**src/rtl/uart_tx_sched_pkg.sv**
```systemverilog
`default_nettype none
// ============================================================================
//  Module   : uart_pkg
//  Brief    : Shared types for the uart_tx scheduler (FSM states, sources).
//  Revision : 1.0 - initial release
// ============================================================================
package uart_pkg;

  typedef enum logic [2:0] {
    IDLE      = 3'd0,
    LOAD      = 3'd1,
    START     = 3'd2,
    WAIT_BUSY = 3'd3,
    WAIT_DONE = 3'd4
  } sched_state_t;

  typedef enum logic {
    SRC_CORE = 1'b0,
    SRC_DBG  = 1'b1
  } src_t;

  // Bytes per core word, sent LSB first.
  localparam int CORE_BYTES = 4;

endpackage
`default_nettype wire

```
**src/rtl/uart_tx_sched_fifo.sv**
```systemverilog
`default_nettype none
// ============================================================================
//  Module   : sync_fifo
//  Brief    : Single-clock FIFO, power-of-2 depth, extra pointer bit for
//             full/empty. A push into a full FIFO is refused even when a pop
//             happens in the same cycle.
//  Revision : 1.0 - initial release
// ============================================================================
module sync_fifo #(
  parameter int WIDTH = 8,
  parameter int DEPTH = 8
) (
  input  logic             clk,
  input  logic             rstn,
  input  logic             push,
  input  logic [WIDTH-1:0] din,
  input  logic             pop,
  output logic [WIDTH-1:0] dout,
  output logic             full,
  output logic             empty
);

  localparam int AW = $clog2(DEPTH);

  logic [AW:0]      wr_ptr_q, wr_ptr_d;
  logic [AW:0]      rd_ptr_q, rd_ptr_d;
  logic [WIDTH-1:0] mem_q [DEPTH];
  logic [WIDTH-1:0] mem_d [DEPTH];
  logic             push_ok;
  logic             pop_ok;

  assign empty   = (wr_ptr_q == rd_ptr_q);
  assign full    = (wr_ptr_q[AW] != rd_ptr_q[AW]) &&
                   (wr_ptr_q[AW-1:0] == rd_ptr_q[AW-1:0]);
  assign push_ok = push && !full;
  assign pop_ok  = pop && !empty;
  assign dout    = mem_q[rd_ptr_q[AW-1:0]];

  // Next pointer and storage contents for accepted push/pop.
  always_comb begin
    mem_d    = mem_q;
    wr_ptr_d = wr_ptr_q;
    rd_ptr_d = rd_ptr_q;
    if (push_ok) begin
      mem_d[wr_ptr_q[AW-1:0]] = din;
      wr_ptr_d = wr_ptr_q + 1'b1;
    end
    if (pop_ok) begin
      rd_ptr_d = rd_ptr_q + 1'b1;
    end
  end

  // Pointers flush on reset; that alone discards buffered entries.
  always_ff @(posedge clk) begin
    if (!rstn) begin
      wr_ptr_q <= '0;
      rd_ptr_q <= '0;
    end else begin
      wr_ptr_q <= wr_ptr_d;
      rd_ptr_q <= rd_ptr_d;
    end
  end

  // Storage array, no reset needed.
  always_ff @(posedge clk) begin
    mem_q <= mem_d;
  end

endmodule
`default_nettype wire

```
**src/rtl/uart_tx_sched.sv**
```systemverilog
`default_nettype none
// ============================================================================
//  Module   : uart_tx_sched
//  Brief    : Round-robin scheduler sharing one uart_tx between a 32-bit core
//             word source and an 8-bit debug byte source, each FIFO-buffered.
//  Revision : 1.0 - initial release
// ============================================================================
module uart_tx_sched
  import uart_pkg::*;
#(
  parameter int CORE_DEPTH = 16,
  parameter int DBG_DEPTH  = 8
) (
  input  logic        clk,
  input  logic        rstn,
  input  logic [31:0] core_data,
  input  logic        core_valid,
  output logic        core_ready,
  input  logic [7:0]  dbg_data,
  input  logic        dbg_valid,
  output logic        dbg_ready,
  output logic [7:0]  tx_data,
  output logic        tx_start,
  input  logic        tx_busy,
  output logic        idle,
  output logic [15:0] byte_count
);

  sched_state_t state_q, state_d;
  src_t         grant_q, grant_d;
  src_t         last_grant_q, last_grant_d;
  logic [31:0]  hold_q, hold_d;
  logic [1:0]   byte_idx_q, byte_idx_d;
  logic [1:0]   last_idx_q, last_idx_d;
  logic [15:0]  byte_count_q, byte_count_d;

  logic [31:0]  core_dout;
  logic [7:0]   dbg_dout;
  logic         core_full, core_empty, dbg_full, dbg_empty;
  logic         core_pop, dbg_pop;
  logic         load_en;
  src_t         load_src;
  logic         arb_any;
  src_t         arb_src;

  assign core_ready = !core_full;
  assign dbg_ready  = !dbg_full;

  sync_fifo #(.WIDTH(32), .DEPTH(CORE_DEPTH)) u_core_fifo (
    .clk   (clk),
    .rstn  (rstn),
    .push  (core_valid && !core_full),
    .din   (core_data),
    .pop   (core_pop),
    .dout  (core_dout),
    .full  (core_full),
    .empty (core_empty)
  );

  sync_fifo #(.WIDTH(8), .DEPTH(DBG_DEPTH)) u_dbg_fifo (
    .clk   (clk),
    .rstn  (rstn),
    .push  (dbg_valid && !dbg_full),
    .din   (dbg_data),
    .pop   (dbg_pop),
    .dout  (dbg_dout),
    .full  (dbg_full),
    .empty (dbg_empty)
  );

  // Round robin between the sources; a lone non-empty source always wins.
  always_comb begin
    arb_any = !core_empty || !dbg_empty;
    arb_src = SRC_CORE;
    if (!core_empty && !dbg_empty) begin
      arb_src = (last_grant_q == SRC_DBG) ? SRC_CORE : SRC_DBG;
    end else if (core_empty) begin
      arb_src = SRC_DBG;
    end
  end

  // Scheduler FSM. When the last byte of an entry finishes and more data is
  // waiting, the next entry is loaded straight from WAIT_DONE so the next
  // start follows the fall of tx_busy by one cycle even across grants.
  always_comb begin
    state_d      = state_q;
    grant_d      = grant_q;
    last_grant_d = last_grant_q;
    hold_d       = hold_q;
    byte_idx_d   = byte_idx_q;
    last_idx_d   = last_idx_q;
    byte_count_d = byte_count_q;
    load_en      = 1'b0;
    load_src     = grant_q;
    core_pop     = 1'b0;
    dbg_pop      = 1'b0;

    case (state_q)
      IDLE: begin
        if (arb_any) begin
          grant_d = arb_src;
          state_d = LOAD;
        end
      end
      LOAD: begin
        load_en  = 1'b1;
        load_src = grant_q;
        state_d  = START;
      end
      START: begin
        byte_count_d = byte_count_q + 16'd1;
        state_d      = WAIT_BUSY;
      end
      WAIT_BUSY: begin
        if (tx_busy) begin
          state_d = WAIT_DONE;
        end
      end
      WAIT_DONE: begin
        if (!tx_busy) begin
          if (byte_idx_q < last_idx_q) begin
            byte_idx_d = byte_idx_q + 2'd1;
            state_d    = START;
          end else if (arb_any) begin
            load_en  = 1'b1;
            load_src = arb_src;
            grant_d  = arb_src;
            state_d  = START;
          end else begin
            state_d = IDLE;
          end
        end
      end
      default: state_d = IDLE;
    endcase

    if (load_en) begin
      byte_idx_d   = 2'd0;
      last_grant_d = load_src;
      if (load_src == SRC_CORE) begin
        core_pop   = 1'b1;
        hold_d     = core_dout;
        last_idx_d = 2'(CORE_BYTES - 1);
      end else begin
        dbg_pop    = 1'b1;
        hold_d     = {24'h0, dbg_dout};
        last_idx_d = 2'd0;
      end
    end
  end

  // Scheduler state; last_grant resets to DBG so the core wins the first tie.
  always_ff @(posedge clk) begin
    if (!rstn) begin
      state_q      <= IDLE;
      grant_q      <= SRC_CORE;
      last_grant_q <= SRC_DBG;
      hold_q       <= '0;
      byte_idx_q   <= '0;
      last_idx_q   <= '0;
      byte_count_q <= '0;
    end else begin
      state_q      <= state_d;
      grant_q      <= grant_d;
      last_grant_q <= last_grant_d;
      hold_q       <= hold_d;
      byte_idx_q   <= byte_idx_d;
      last_idx_q   <= last_idx_d;
      byte_count_q <= byte_count_d;
    end
  end

  assign tx_start   = (state_q == START);
  assign tx_data    = hold_q[{byte_idx_q, 3'b000} +: 8];
  assign idle       = (state_q == IDLE) && core_empty && dbg_empty;
  assign byte_count = byte_count_q;

endmodule
`default_nettype wire

```
**config.mk**
```make
export PLATFORM = sky130hd
export DESIGN_NAME = uart_tx_sched
export DESIGN_NICKNAME = d
export VERILOG_FILES = /design/src/rtl/uart_tx_sched_pkg.sv /design/src/rtl/uart_tx_sched_fifo.sv /design/src/rtl/uart_tx_sched.sv
export SDC_FILE = /design/constraint.sdc
export NUM_CORES = 1
export LEC_CHECK = 0
export ABC_CLOCK_PERIOD_IN_PS = 5200
export CAP_MARGIN = 25
export CORE_MARGIN = 2
export CORE_UTILIZATION = 24
export DETAILED_ROUTE_END_ITERATION = 10
export PLACE_DENSITY = 0.46
export SLEW_MARGIN = 20
export SYNTH_ARGS = -nofsm -noshare
export SYNTH_HDL_FRONTEND = slang
export SYNTH_SLANG_ARGS = --single-unit
```
**constraint.sdc**
```tcl
create_clock -name clk -period 5.2 [get_ports clk]
set_clock_uncertainty 0.15 [all_clocks]
set_input_delay 1.04 -clock clk [delete_from_list [all_inputs] [get_ports clk]]
set_output_delay 1.04 -clock clk [all_outputs]
set_load 0.05 [all_outputs]
```
# After elaboration in Yosys (flattened, before gate mapping)
# Index checks and enable logic that the tools add are counted.
# word_totals
regBits	651
inputBits	45
output_inout_bits	28
# op_classes
add_sub_neg	6
n_lt_le_gt_ge	7
eq_ne	13
shifts	1
mux	36
bitwise_logic	6
n_reduce_logical	23
# op_table
operator	count
$bwmux W512	1
$bmux W32 S4	1
$demux W32 S4	1
$mux W32	4
$bwmux W64	1
$shiftx A32 B6 Y8	1
$bmux W8 S3	1
$demux W8 S3	1
$mux W8	3
$add A16 B1 Y16 const B	1
$pmux W3 S5	1
$mux W1	14
$logic_and A1 B1 Y1	13
$add A5 B1 Y5 const B	2
$ge A5 B5 Y1 const B	2
$not A4 Y5	2
$mux W3	3
$add A4 B1 Y4 const B	2
$eq A4 B4 Y1	2
$ge A4 B4 Y1 const B	2
$not A3 Y4	2
$eq A3 B2 Y1 const B	2
$mux W2	3
$ne A2 B2 Y1 const B	3
other kinds (17)	24

# Logic depth before layout (Yosys ltp)
# Gate-level depths: netlist of the first run.
# depth
word_depth	11
depth_mapped	9
ltp_nobuf	7

# Hierarchy
# From an unflattened synthesis of the first run, not the netlist that was laid out.
# hier_totals
hier_cells	1336
hier_area_um2	26185.1
# by_module_without_submodules
module	n_inst	cells_per_inst	area_per_inst_um2	seq_area_each_um2
sync_fifo at u_core_fifo	1	808	19936.6	15574.9
uart_tx_sched	1	358	3186.8	1121.1
sync_fifo at u_dbg_fifo	1	170	3061.7	2082.0

# Worst setup path before layout of the first run
# No wires, ideal clock.
# synth_path
path_type	input to register
startpoint	input port core_valid
endpoint	register u_core_fifo.mem_q[384] (netlist bit) (enable)
setup_time_ps	461
arrival_time_ps	3746
required_time_ps	4589
slack_ps	843
stages	3
path_buffers	0
cell_sequence	a21boi_2 -> nand2_1 -> nor3_1
# synth_between
elab_chain_len	2
# synth_lines
element	line	text
start, declared	uart_tx_sched.sv:17	input logic core_valid,
$logic_and A1 B1 Y1	uart_tx_sched.sv:52	.push (core_valid && !core_full),
$logic_and A1 B1 Y1	uart_tx_sched_fifo.sv:35	assign push_ok = push && !full;
end signal, assigned	uart_tx_sched_fifo.sv:66	mem_q <= mem_d;
end, declared	uart_tx_sched_fifo.sv:27	logic [WIDTH-1:0] mem_q [DEPTH];
# No other way between the ends.
# A chain may end at the register's enable or synchronous reset.

# Final worst setup path of the first run
# layout_path
startpoint	register u_dbg_fifo.rd_ptr_q[2]
endpoint	output port idle
# layout_between
elab_chain_len	2
# layout_lines
element	line	text
start, declared	uart_tx_sched_fifo.sv:26	logic [AW:0] rd_ptr_q, rd_ptr_d;
start signal, assigned	uart_tx_sched_fifo.sv:60	rd_ptr_q <= rd_ptr_d;
$eq A4 B4 Y1	uart_tx_sched_fifo.sv:32	assign empty = (wr_ptr_q == rd_ptr_q);
$logic_and A1 B1 Y1	uart_tx_sched.sv:175	assign idle = (state_q == IDLE) && core_empty && dbg_empty;
end, declared	uart_tx_sched.sv:25	output logic idle,
# No other way between the ends.

==> results of run 1 <==
worst max-delay path: stages, from the launching register on:
cell and delay, ps:
dfxtp_1 730, xnor2_2 210, nand4b_4 190, or3_4 410
nor4_1 240, clkdlybuf4s50_1 870
how the worst max path moves through the flow:
stage                                    startpoint                                to  slack (ps)  depth (start not counted)
6_report        u_dbg_fifo.rd_ptr_q[2]$_SDFFE_PN0P_                              idle         750                          5
5_1_grt         u_dbg_fifo.rd_ptr_q[2]$_SDFFE_PN0P_                              idle         530                          5
4_1_cts        u_core_fifo.rd_ptr_q[1]$_SDFFE_PN0P_                              idle         670                          5
3_5_place_dp                             core_valid  u_core_fifo.mem_q[151]$_DFFE_PP_        1260                          5
3_3_place_gp                             core_valid  u_core_fifo.mem_q[242]$_DFFE_PP_        1210                          4
2_1_floorplan                            core_valid  u_core_fifo.mem_q[384]$_DFFE_PP_         840                          3
sequential cells by signal, indices dropped and copies added, names as in the netlist:
name	count
last_idx_q	1
u_core_fifo.rd_ptr_q	5
u_dbg_fifo.rd_ptr_q	4
u_dbg_fifo.mem_q	64
last_grant_q	1
u_core_fifo.mem_q	512
grant_q	1
byte_idx_q	2
byte_count	16
state_q	3
u_core_fifo.wr_ptr_q	5
hold_q	32
u_dbg_fifo.wr_ptr_q	4
cell usage after synthesis, types with 4 or more instances:
| master | count |
|---|---|
| a21boi_0 | 9 |
| a22oi_1 | 17 |
| and2_1 | 19 |
| and3_1 | 6 |
| buf_1 | 7 |
| buf_2 | 24 |
| buf_4 | 5 |
| buf_6 | 5 |
| clkbuf_1 | 20 |
| dfxtp_1 | 74 |
| edfxtp_1 | 576 |
| ha_1 | 9 |
| inv_1 | 32 |
| mux2_2 | 9 |
| mux2i_1 | 12 |
| mux4_2 | 176 |
| nand2_1 | 30 |
| nand2b_1 | 10 |
| nand3_1 | 12 |
| nand4_1 | 8 |
| nor2_1 | 25 |
| nor2b_1 | 9 |
| nor3_1 | 7 |
| o211ai_1 | 4 |
| o21ai_0 | 9 |
| o2bb2ai_1 | 25 |
| o2bb2ai_2 | 7 |
| or3_1 | 6 |
| xnor2_1 | 17 |
| xor2_1 | 10 |
power by group:
group	internal (uW)	switching [uW]
sequential	5800	110
combinational	449	549
clock	2690	2030
total	8940	2690
final cells by class:
| class | instances | area, um^2 |
|---|---|---|
| Fill cell | 10420 | 75050 |
| Multi-Input combinational cell | 471 | 6242 |
| Clock inverter | 35 | 250.2 |
| Timing Repair Buffer | 105 | 1025 |
| Tap cell | 1391 | 1740 |
| Sequential cell | 650 | 18790 |
| Clock buffer | 90 | 1899 |
| Inverter | 32 | 120.1 |
per-stage QoR:
stage | cells | hold WS [ps] | worst slack, ps | power (uW) | area (um^2)
after CTS | 2774 | 311.3 | 671.0 | 11790 | 30070
after floorplan | 1219 | 277.1 | 843.2 | 6679 | 25410
final | 2774 | 306.8 | 745.5 | 11630 | 30070
after global routing | 2774 | 336.7 | 526.0 | 12060 | 30070
after detailed placement | 2649 | 292.8 | 1258 | 7046 | 27920
after global placement | 2644 | 298.7 | 1210 | 7036 | 27820
layer usage:
metal | vias up | track usage, % | part of all wire (%)
li1 | 5248 | - | -
met4 | 2 | 2.994 | 1.8
met3 | 83 | 2.409 | 4.5
met1 | 6626 | 16.43 | 46
met5 | - | 0 | 0.025
met2 | 290 | 18.88 | 48
cell families after synthesis:
| kind of cell | after synthesis | share of synthesized area [%] |
|---|---|---|
| DFF | 650 | 73.91 |
| muxes | 197 | 16.47 |
| and+or+nand+nor | 148 | 3.216 |
| buffers and inverters | 98 | 1.990 |
| AOI/OAI and AO/OA | 87 | 2.842 |
| xor gates and xnor gates | 30 | 1.123 |
| adders and majority gates | 9 | 0.4432 |
==> metrics.md, run 1 <==
| Metric | Value |
|---|---|
| Async SR Flop Fraction | `0%` |
| Commonest non-fill, non-tap cell in the layout | `edfxtp_1` |
| Power density cells | `between 300 and 400 nW/um^2` |
| Synth cell types | `60` |
| Vias | `12250` |
| Die H | `between 300 and 400 um` |
| Worst R2R Start | `u_core_fifo.rd_ptr_q[0]$_SDFFE_PN0P_` |
| Largest net degree at the start of global routing | `56` |
| Die width | `329.4 um` |
| Clock sinks | `650` |
| Sequential area share after synthesis | `between 70% and 80%` |
| Crit path DAT | `3260 ps` |
| Ys flop type | `edfxtp_1` |
| Leakage | `0.009154 uW` |
| Slew @ Worst Pin | `between 900 and 1000 ps` |
| Diode count | `0` |
| Worst vdd ir | `215.4 uV` |
| Rows | `119` |
| Post-CTS Hold Fix Bufs | `0` |
| Initial antenna violation count | `2` |
| Status | `finished clean` |
| Synth area leader | `edfxtp_1` |
| Post-cts resize count | `0` |
| Worst hold path startpoint | `hold_q[29]$_SDFFE_PN0P_` |
| Max Root-Sink Buffers | `3` |
| Post-synth top area share | `68.08%` |
| Number of setup violations in the final report | `0` |
| Syn_area_per_cell | `about 21 um^2` |
| Post-CTS Setup Inserts | `0` |
| Core ar. | `105100 um^2` |
| Crit Path Category | `register to output pin` |
| Port Buffers | `72` |
| Synthesized flop and latch total | `650` |
| Max_cap viols | `0` |
| Final worst-path cycle share | `between 80% and 90%` |
| CP Data Required Time | `4010 ps` |
| DP HPWL | `37.26 mm` |
| Post-route DRC | `0` |
| Commonest cells after routing, fill and taps aside | `576 x edfxtp_1, 176 x mux4_2, 72 x clkbuf_16` |
| CP endpoint kind | `output pin` |
| Post-synth EDFFs | `576` |
| Worst hold path class | `register to register` |
| Net count after synthesis | `~1300` |
| Highest clock rate | `0.2245 GHz` |
| # nets final | `1382` |
| Synth warnings | `0` |
| Hold path endpoint | `hold_q[29]$_SDFFE_PN0P_` |
| Worst-case reg-to-reg path depth | `6` |
| Cell Area, Synth | `25410 um^2` |
| CP Launch Type | `register` |
| CP max FO | `12` |
| Area delta synth->final | `18.34%` |
| RSZ-0062 raised after global routing | `false` |
| Die ar. | `108500 um^2` |
| Routability cong. | `0.7401` |
| CTS Buf Count | `slightly below 70` |
| Wire per inst | `about 23 um` |
| DRT Pass-1 Iters | `5` |
| Final Util | `between 20% and 30%` |
| Layout cell share with drive strength beyond 1 | `25.96%` |
| CTS tree | `done` |
| Routed WL | `63.72 mm` |
| Via density | `roughly 4.4` |
| Setup TNS | `0 ps` |
| Largest cells by area after synthesis | `edfxtp_1 68%, mux4_2 16%, dfxtp_1 5.8%, o2bb2ai_1 0.86%, xnor2_1 0.59%` |
| Clock-pin slew on the worst setup and hold paths | `60 ps` |
| Drt initial violations | `about 970` |
| First-pass GRT wire length | `a little over 90 mm` |
| Root buf cell | `clkbuf_16` |
| Grt total ovfl | `0` |
| ANT nets after route | `0` |
| Vias in the first global route | `12790` |
| Worst R2R End | `hold_q[8]$_SDFFE_PN0P_` |
| Syn Inst Count | `roughly 1200` |
| Worst-skew pair later-pin latency | `610 ps` |
| Final Hold Violating Endpoints | `0` |
| Starting Density | `24.17%` |
| H-tree depth | `3` |
| Period minus WS final | `around 4500 ps` |
| Reg2reg setup slack | `1450 ps` |
| Rel. slew slack | `between 30 and 40%` |
| Slew Viols, Final | `0` |
| Top-level I/O count | `73` |
| Hold depth | `1` |
| Gr usage total | `11.81%` |
Power figures use the tool's default switching activity.
==> run 2, diff against run 1 <==
CTS_CLUSTER_SIZE = 16   (was default)
==> metrics.md, run 2 (synthesis gave the netlist of run 1 again) <==
| Metric | Value |
|---|---|
| Clock-pin slew on the worst setup and hold paths | `roughly 60 ps` |
| CP endpoint kind | `output pin` |
| Root buf cell | `clkbuf_16` |
| Setup TNS | `0 ps` |
| Starting Density | `24.17%` |
| Max_cap viols | `0` |
| Max Root-Sink Buffers | `3` |
| Highest clock rate | `0.2243 GHz` |
| RSZ-0062 raised after global routing | `false` |
| Max FFs per register | `512` |
| DP HPWL | `~37 mm` |
| Gr usage total | `about an eighth` |
| Period minus WS final | `4458 ps` |
| Initial antenna violation count | `2` |
| Routed WL | `63.65 mm` |
| Port Buffers | `72` |
| Power share of the clock group | `40.6%` |
| Via density | `between 4 and 5` |
| Psw | `around 2700 uW` |
| CP max FO | `12` |
| Routability cong. | `between 0.7 and 0.8` |
| Die H | `~330 um` |
| CP Launch Type | `register` |
| Vias in the first global route | `12800` |
| First-pass GRT wire length | `92.28 mm` |
| Final Util | `28.60%` |
| # fillers | `10420` |
| Final Hold Violating Endpoints | `0` |
| DRT Pass-1 Iters | `5` |
| Worst hold path class | `register to register` |
| Power density cells | `between 300 and 400 nW/um^2` |
| Post-route DRC | `0` |
| Biggest regs | `u_core_fifo.mem_q (512), u_dbg_fifo.mem_q (64), hold_q (32)` |
| ANT nets after route | `0` |
| Post-CTS Setup Inserts | `0` |
| Crit Path Category | `register to output pin` |
| Slew Viols, Final | `0` |
| Dpl cell area | `27920 um^2` |
| Die width | `between 300 and 400 um` |
| CTS Buf Count | `68` |
| CP Data Required Time | `between 4000 and 5000 ps` |
| Core ar. | `105100 um^2` |
| Rows | `119` |
| Post-CTS Hold Fix Bufs | `0` |
| Internal | `8936 uW` |
| Vias | `12260` |
| Layout cell share with drive strength beyond 1 | `between 20% and 30%` |
| Die ar. | `between 100000 and 150000 um^2` |
| Status | `finished clean` |
| Crit path DAT | `3270 ps` |
| Wire per inst | `22.94 um` |
| Drt initial violations | `936` |
| Worst-skew pair later-pin latency | `620 ps` |
| Worst vdd ir | `215.1 uV` |
| # nets final | `1382` |
| Switching Fraction | `23.12%` |
| Leakage | `a little over 0.009 uW` |
| Post-cts resize count | `0` |
| Largest net degree at the start of global routing | `56` |
| Area delta synth->final | `18.34%` |
| Commonest non-fill, non-tap cell in the layout | `edfxtp_1` |
| Grt total ovfl | `0` |
| Sequential share of power | `50.9%` |
| H-tree depth | `3` |
| Clock sinks | `650` |
| Top-level I/O count | `73` |
| Most flop-heavy register | `u_core_fifo.mem_q` |
| Gate power share | `8.6%` |
| Diode count | `0` |
| Final worst-path cycle share | `between 80 and 90%` |
| Rel. slew slack | `33.01%` |
| Commonest cells after routing, fill and taps aside | `576 x edfxtp_1, 176 x mux4_2, 72 x clkbuf_16` |
| WHS | `305.1 ps` |
| Number of setup violations in the final report | `0` |
| CTS tree | `done` |
| Slew @ Worst Pin | `1001 ps` |
| Design area | `approximately 30000 um^2` |
## run 2: cell counts in the layout (fill, tap and decap cells not counted)
No cell type changed its count.
## run 2: final timing paths
check / from / endpoint / slack, ps / cells past startpoint
setup / recovery: u_dbg_fifo.rd_ptr_q[2]$_SDFFE_PN0P_ / idle / 740 / 5
hold / removal: hold_q[29]$_SDFFE_PN0P_ / hold_q[29]$_SDFFE_PN0P_ / 310 / 1
setup reg to reg: u_core_fifo.rd_ptr_q[0]$_SDFFE_PN0P_ / hold_q[8]$_SDFFE_PN0P_ / 1450 / 6
hold reg to reg: hold_q[29]$_SDFFE_PN0P_ / hold_q[29]$_SDFFE_PN0P_ / 310 / 1
## run 2: final cells by class
class                           count  area (um^2)  area share (%)
Clock buffer                       90         1899           6.317
Clock inverter                     35        250.2          0.8323
Inverter                           32        120.1          0.3995
Multi-Input combinational cell    471         6242           20.76
Sequential cell                   650        18790           62.49
Tap cell                         1391         1740           5.789
Timing Repair Buffer              105         1025           3.408
## run 2: routing by layer
layer | vias up | track usage (%) | wire length, um
met5 | - | 0 | 13
met4 | 2 | 3.004 | 1219
met3 | 89 | 2.403 | 2898
met2 | 290 | 18.87 | 30470
met1 | 6639 | 16.42 | 29050
li1 | 5244 | - | -
## run 2: power by group through the flow
stage / logic, uW / registers, uW / clock network (uW)
6_report: 998 / 5910 / 4710
3_3_place_gp: 1010 / 6020 / 0
2_1_floorplan: 724 / 5950 / 0
5_1_grt: 1080 / 5920 / 5050
3_5_place_dp: 1020 / 6020 / 0
4_1_cts: 1020 / 5910 / 4850
## run 2: stage by stage
step | total power, uW | instances | setup WS [ps]
2_1_floorplan | 6679 | 1219 | 843.2
3_3_place_gp | 7036 | 2644 | 1210
3_5_place_dp | 7046 | 2649 | 1258
4_1_cts | 11790 | 2774 | 670.9
5_1_grt | 12060 | 2774 | 526.4
6_report | 11620 | 2774 | 742.2
## run 2: critical path: stages, from the launching register on
cell	delay, ps
dfxtp_1	730
xnor2_2	210
nand4b_4	190
or3_4	410
nor4_1	240
clkdlybuf4s50_1	870
==> run 3, diff against run 2 <==
ABC_CLOCK_PERIOD_IN_PS = 5610   (was 5200)
GPL_TIMING_DRIVEN = 0   (was default)
clock period = 5.61 ns   (was 5.2 ns; I/O delays follow)
==> metrics.md, run 3 (synthesis gave the netlist of run 1 again) <==
| Metric | Value |
|---|---|
| Root buf cell | `clkbuf_16` |
| Max FFs per register | `about 510` |
| Final worst-path cycle share | `78.88%` |
| DRT Pass-1 Iters | `5` |
| Drt initial violations | `914` |
| Top-level I/O count | `73` |
| ANT nets after route | `0` |
| Gr usage total | `between 10% and 20%` |
| Final cell count without fillers | `2850` |
| CTS tree | `done` |
| CP Launch Type | `register` |
| Slew Viols, Final | `0` |
| Worst hold path class | `register to register` |
| Port Buffers | `72` |
| Via density | `4.339` |
| Slowest stage cell, crit path | `clkdlybuf4s50_1` |
| Initial antenna violation count | `4` |
| CP max FO | `5` |
| Worst vdd ir | `between 150 and 200 uV` |
| CP endpoint kind | `output pin` |
| Vias in the first global route | `13090` |
| Commonest cells after routing, fill and taps aside | `576 x edfxtp_1, 176 x mux4_2, 74 x dfxtp_1` |
| Worst R2R Start | `u_core_fifo.rd_ptr_q[1]$_SDFFE_PN0P_` |
| Leakage | `a little under 0.01 uW` |
| Reg2reg setup slack | `2290 ps` |
| # nets final | `between 1000 and 1500` |
| Core ar. | `105100 um^2` |
| Hold path endpoint | `hold_q[26]$_SDFFE_PN0P_` |
| Psw | `2544 uW` |
| RSZ-0062 raised after global routing | `false` |
| Sequential share of power | `between 40% and 50%` |
| Post-CTS Hold Fix Bufs | `0` |
| DP HPWL | `approximately 43 mm` |
| Dpl cell area | `28660 um^2` |
| Routability cong. | `about 0.75` |
| CP cell instances | `xnor2_1 -> nand4_1 -> or3_4 -> nor4_1 -> clkdlybuf4s50_1` |
| Worst hold path startpoint | `hold_q[26]$_SDFFE_PN0P_` |
| Highest clock rate | `0.2260 GHz` |
| CTS Buf Count | `70` |
| Die H | `around 330 um` |
| Internal | `8581 uW` |
| Die ar. | `108500 um^2` |
| Multi-input gate area | `6242 um^2` |
| Slew @ Worst Pin | `slightly above 1000 ps` |
| Die width | `between 300 and 400 um` |
| Worst-skew pair later-pin latency | `610 ps` |
| Crit path largest cell delay | `900 ps` |
| Diode count | `0` |
| Final Hold Violating Endpoints | `0` |
| Rows | `119` |
| Routed WL | `63.57 mm` |
| Crit Path Category | `register to output pin` |
| Final Util | `29.45%` |
| Crit path DAT | `3150 ps` |
| Hold depth | `1` |
| Crit path buffers/inverters | `1` |
| Power density cells | `359.4 nW/um^2` |
| Biggest regs | `u_core_fifo.mem_q (512), u_dbg_fifo.mem_q (64), hold_q (32)` |
| Vias | `12370` |
| Switching Fraction | `22.86%` |
| Clock-pin slew on the worst setup and hold paths | `about 60 ps` |
| Post-CTS Setup Inserts | `0` |
| Max Root-Sink Buffers | `3` |
| Most flop-heavy register | `u_core_fifo.mem_q` |
| H-tree depth | `3` |
| Worst path depth | `5` |
| Commonest non-fill, non-tap cell in the layout | `edfxtp_1` |
| Layout cell share with drive strength beyond 1 | `27.96%` |
| Starting Density | `24.17%` |
| Largest net degree at the start of global routing | `18` |
| Worst-case reg-to-reg path depth | `8` |
| Gate power share | `9.3%` |
| Register area | `around 19000 um^2` |
| Period minus WS final | `approximately 4400 ps` |
| WHS | `312.8 ps` |
| Power share of the clock group | `41.9%` |
| Grt total ovfl | `0` |
| First-pass GRT wire length | `92.76 mm` |
| Placed cell count | `between 2000 and 3000` |
| # fillers | `10360` |
| CP top delay family | `simple AND/OR/NAND/NOR gates` |
| Status | `finished clean` |
| Area delta synth->final | `21.84%` |
| Worst R2R End | `hold_q[6]$_SDFFE_PN0P_` |
| Clock sinks | `650` |
| Max_cap viols | `0` |
| Wire per inst | `~22 um` |
| CP Data Required Time | `4340 ps` |
| Rel. slew slack | `around a third` |
| Number of setup violations in the final report | `0` |
| Post-cts resize count | `0` |
| Design area | `30950 um^2` |
| Post-route DRC | `0` |
==> run 3: per-layer routing <==
metal | global-route usage (%) | vias to the layer above | part of all wire [%]
li1 | - | 5388 | -
met1 | 16.62 | 6630 | 47
met2 | 18.89 | 244 | 47
met3 | 2.288 | 95 | 4.1
met4 | 3.152 | 8 | 2.0
met5 | 0 | - | 0.072
==> run 3: cell type report <==
| class | count | share of cell area (%) |
|---|---|---|
| Inverter | 32 | 0.3880 |
| Clock inverter | 38 | 1.253 |
| Buffer | 66 | 1.245 |
| Timing Repair Buffer | 115 | 4.495 |
| Clock buffer | 87 | 6.168 |
| Sequential cell | 650 | 60.66 |
| Multi-Input combinational cell | 471 | 20.17 |
| Tap cell | 1391 | 5.622 |
==> run 3: worst max path at each step <==
stage / from / to
floorplan: core_valid / u_core_fifo.mem_q[384]$_DFFE_PP_
global placement: core_valid / u_core_fifo.mem_q[410]$_DFFE_PP_
detailed placement: core_valid / u_core_fifo.mem_q[507]$_DFFE_PP_
CTS: u_core_fifo.rd_ptr_q[2]$_SDFFE_PN0P_ / idle
global route: u_core_fifo.rd_ptr_q[1]$_SDFFE_PN0P_ / idle
finish: u_core_fifo.rd_ptr_q[2]$_SDFFE_PN0P_ / idle
==> run 3: power by group through the flow <==
stage	logic [uW]	clock network [uW]	registers [uW]
after floorplan	671	0	5520
after global placement	1020	0	5540
after detailed placement	1060	0	5530
after CTS	1060	4790	5430
after global routing	1120	4960	5440
final	1030	4660	5430
==> run 3: through the flow <==
stage	total power (uW)	setup TNS, ps	setup slack (ps)
6_report	11120	0	1185
5_1_grt	11520	0	1020
4_1_cts	11280	0	1115
3_5_place_dp	6588	0	1505
3_3_place_gp	6561	-572540	-2985
2_1_floorplan	6191	0	1171
==> run 3: worst reg2reg max path, delay by kind of cell, from the launching register on <==
kind / cells / cell delay [ps]
AND/OR/NAND/NOR: 1 / 80
flip-flops: 1 / 340
buffers and inverters: 3 / 1510
AO/OA/AOI/OAI: 2 / 320
multiplexers: 2 / 800
==> RTL edit: new RTL, flow settings as in run 2 <==
Reset style: asynchronous (`rstn`), changed in 2 clocked blocks.
--- a/src/rtl/uart_tx_sched_fifo.sv
+++ b/src/rtl/uart_tx_sched_fifo.sv
@@ -51,7 +51,7 @@
   end
 
   // Pointers flush on reset; that alone discards buffered entries.
-  always_ff @(posedge clk) begin
+  always_ff @(posedge clk or negedge rstn) begin
     if (!rstn) begin
       wr_ptr_q <= '0;
       rd_ptr_q <= '0;
--- a/src/rtl/uart_tx_sched.sv
+++ b/src/rtl/uart_tx_sched.sv
@@ -150,7 +150,7 @@
   end
 
   // Scheduler state; last_grant resets to DBG so the core wins the first tie.
-  always_ff @(posedge clk) begin
+  always_ff @(posedge clk or negedge rstn) begin
     if (!rstn) begin
       state_q      <= IDLE;
       grant_q      <= SRC_CORE;
Behaviour: differs if rstn is asserted again (counterexample within 4 cycles, from zero or initial values and one cycle with rstn low); with rstn held inactive, the same outputs for 4 cycles.
==> RTL edit against run 2 <==
Synthesized cell count is 0.98% lower; critical path depth stayed put; routed wire length is 5.8% lower; synthesized area is 0.14% higher; fmax hardly changed; cell area is 1.0% higher; setup slack better by 3.8 ps; sequential cell count stayed put; critical path type unchanged.
Power is not compared: it rests on default switching activity, and its combinational part moved more than twofold at a synthesized area within 25%.
==> RTL edit: results (changes against run 2) <==
| Metric | Value |
|---|---|
| Outcome | completed (unchanged) |
| CTS Buf Count | 71 (was 68) |
| Top area cells in the synthesized netlist | sky130_fd_sc_hd__edfxtp_1 68%, sky130_fd_sc_hd__mux4_2 16%, sky130_fd_sc_hd__dfrtp_1 7.2%, sky130_fd_sc_hd__nand2_1 0.77%, sky130_fd_sc_hd__xnor2_1 0.76% (was sky130_fd_sc_hd__edfxtp_1 68%, sky130_fd_sc_hd__mux4_2 16%, sky130_fd_sc_hd__dfxtp_1 5.8%, sky130_fd_sc_hd__o2bb2ai_1 0.86%, sky130_fd_sc_hd__xnor2_1 0.59%) |
| Critical Path Fanout Max | 11 (was 12) |
| Sum of routed wire segments on met1 | 27.7 mm (was 29.0 mm) |
| Last weighted congestion value of the routability-driven placer | 0.706 (was 0.740) |
| Commonest cells in the synthesized netlist | 576 x sky130_fd_sc_hd__edfxtp_1, 176 x sky130_fd_sc_hd__mux4_2, 73 x sky130_fd_sc_hd__dfrtp_1, 52 x sky130_fd_sc_hd__nand2_1, 31 x sky130_fd_sc_hd__o21ai_1 (was 576 x sky130_fd_sc_hd__edfxtp_1, 176 x sky130_fd_sc_hd__mux4_2, 74 x sky130_fd_sc_hd__dfxtp_1, 32 x sky130_fd_sc_hd__inv_1, 30 x sky130_fd_sc_hd__nand2_1) |
| Via density per instance | 4.27 (was 4.42) |
| Number of cells on the worst reg-to-reg path | 7 (was 6) |
| NumNets Final | 1,378 (was 1,382) |
| Pin count of the biggest net entering global routing | 85 (was 56) |
| Met2 layer usage reported by global route | 18.2% (was 18.9%) |
| Arrival time at the worst endpoint | 3260 ps (was 3270 ps) |
| Register-to-register setup slack | 1620 ps (was 1450 ps) |
| Average wire per cell in the routed design | 21.6 microns (was 22.9 microns) |
| Cell family with most CP delay | simple AND/OR/NAND/NOR gates (was buffers and inverters) |
| Met3 wirelength from detailed routing | 2.67 mm (was 2.90 mm) |
| Worst-margin pin slew | 986 ps (was 1000 ps) |
| Number of placed cells counting well taps | 2,640 (was 2,649) |
| Filler cell count | 10,300 (was 10,400) |
| Instance area at placement | 28,000 sq um (was 27,900 sq um) |
| Antenna violations before repair | 4 (was 2) |
| Class of the tightest hold or removal check | in2async (was reg2reg) |
| Count of cell types in the netlist | 48 (was 60) |
| Total GRT Usage | 11.2% (was 11.8%) |
| Wire length on met2 | 28.5 mm (was 30.5 mm) |
| Worst r2r src | u_core_fifo.rd_ptr_q[2]$_DFFE_PN0P_ (was u_core_fifo.rd_ptr_q[0]$_SDFFE_PN0P_) |
-- RTL edit: changes by cell type in the layout (fill, tap and decap cells not counted), sizes merged, moves of 14 or more --
cell / delta
dfxtp: -74
clkbuf: +15
clkinv: +17
o21ai: +27
dfrtp: +73
inv: -24
nand2: +22
and2: -17
a22oi: -14
o2bb2ai: -32
-- RTL edit: area by class of cell --
class	count	area [sq um]	share of cell area (%)
sequential	650	19200	63.1
multi-input combinational	461	5950	19.6
clock buffer	105	2090	6.88
tap	1391	1740	5.73
timing repair buffer	108	1110	3.66
clock inverter	25	200	0.659
inverter	32	120	0.395
antenna	1	2.50	0.00824
-- RTL edit: cells by family (layout without fill, tap and decap cells) --
logic type	Yosys count	after routing	synth area share, %
buffers and inverters	96	270	1.85
DFF	650	650	75.3
other	0	1	0
xor gates and xnor gates	38	38	1.40
muxes	205	205	16.8
AOI/OAI and AO/OA	70	70	1.61
and+or+nand+nor	139	139	2.65
adders and majority gates	9	9	0.443
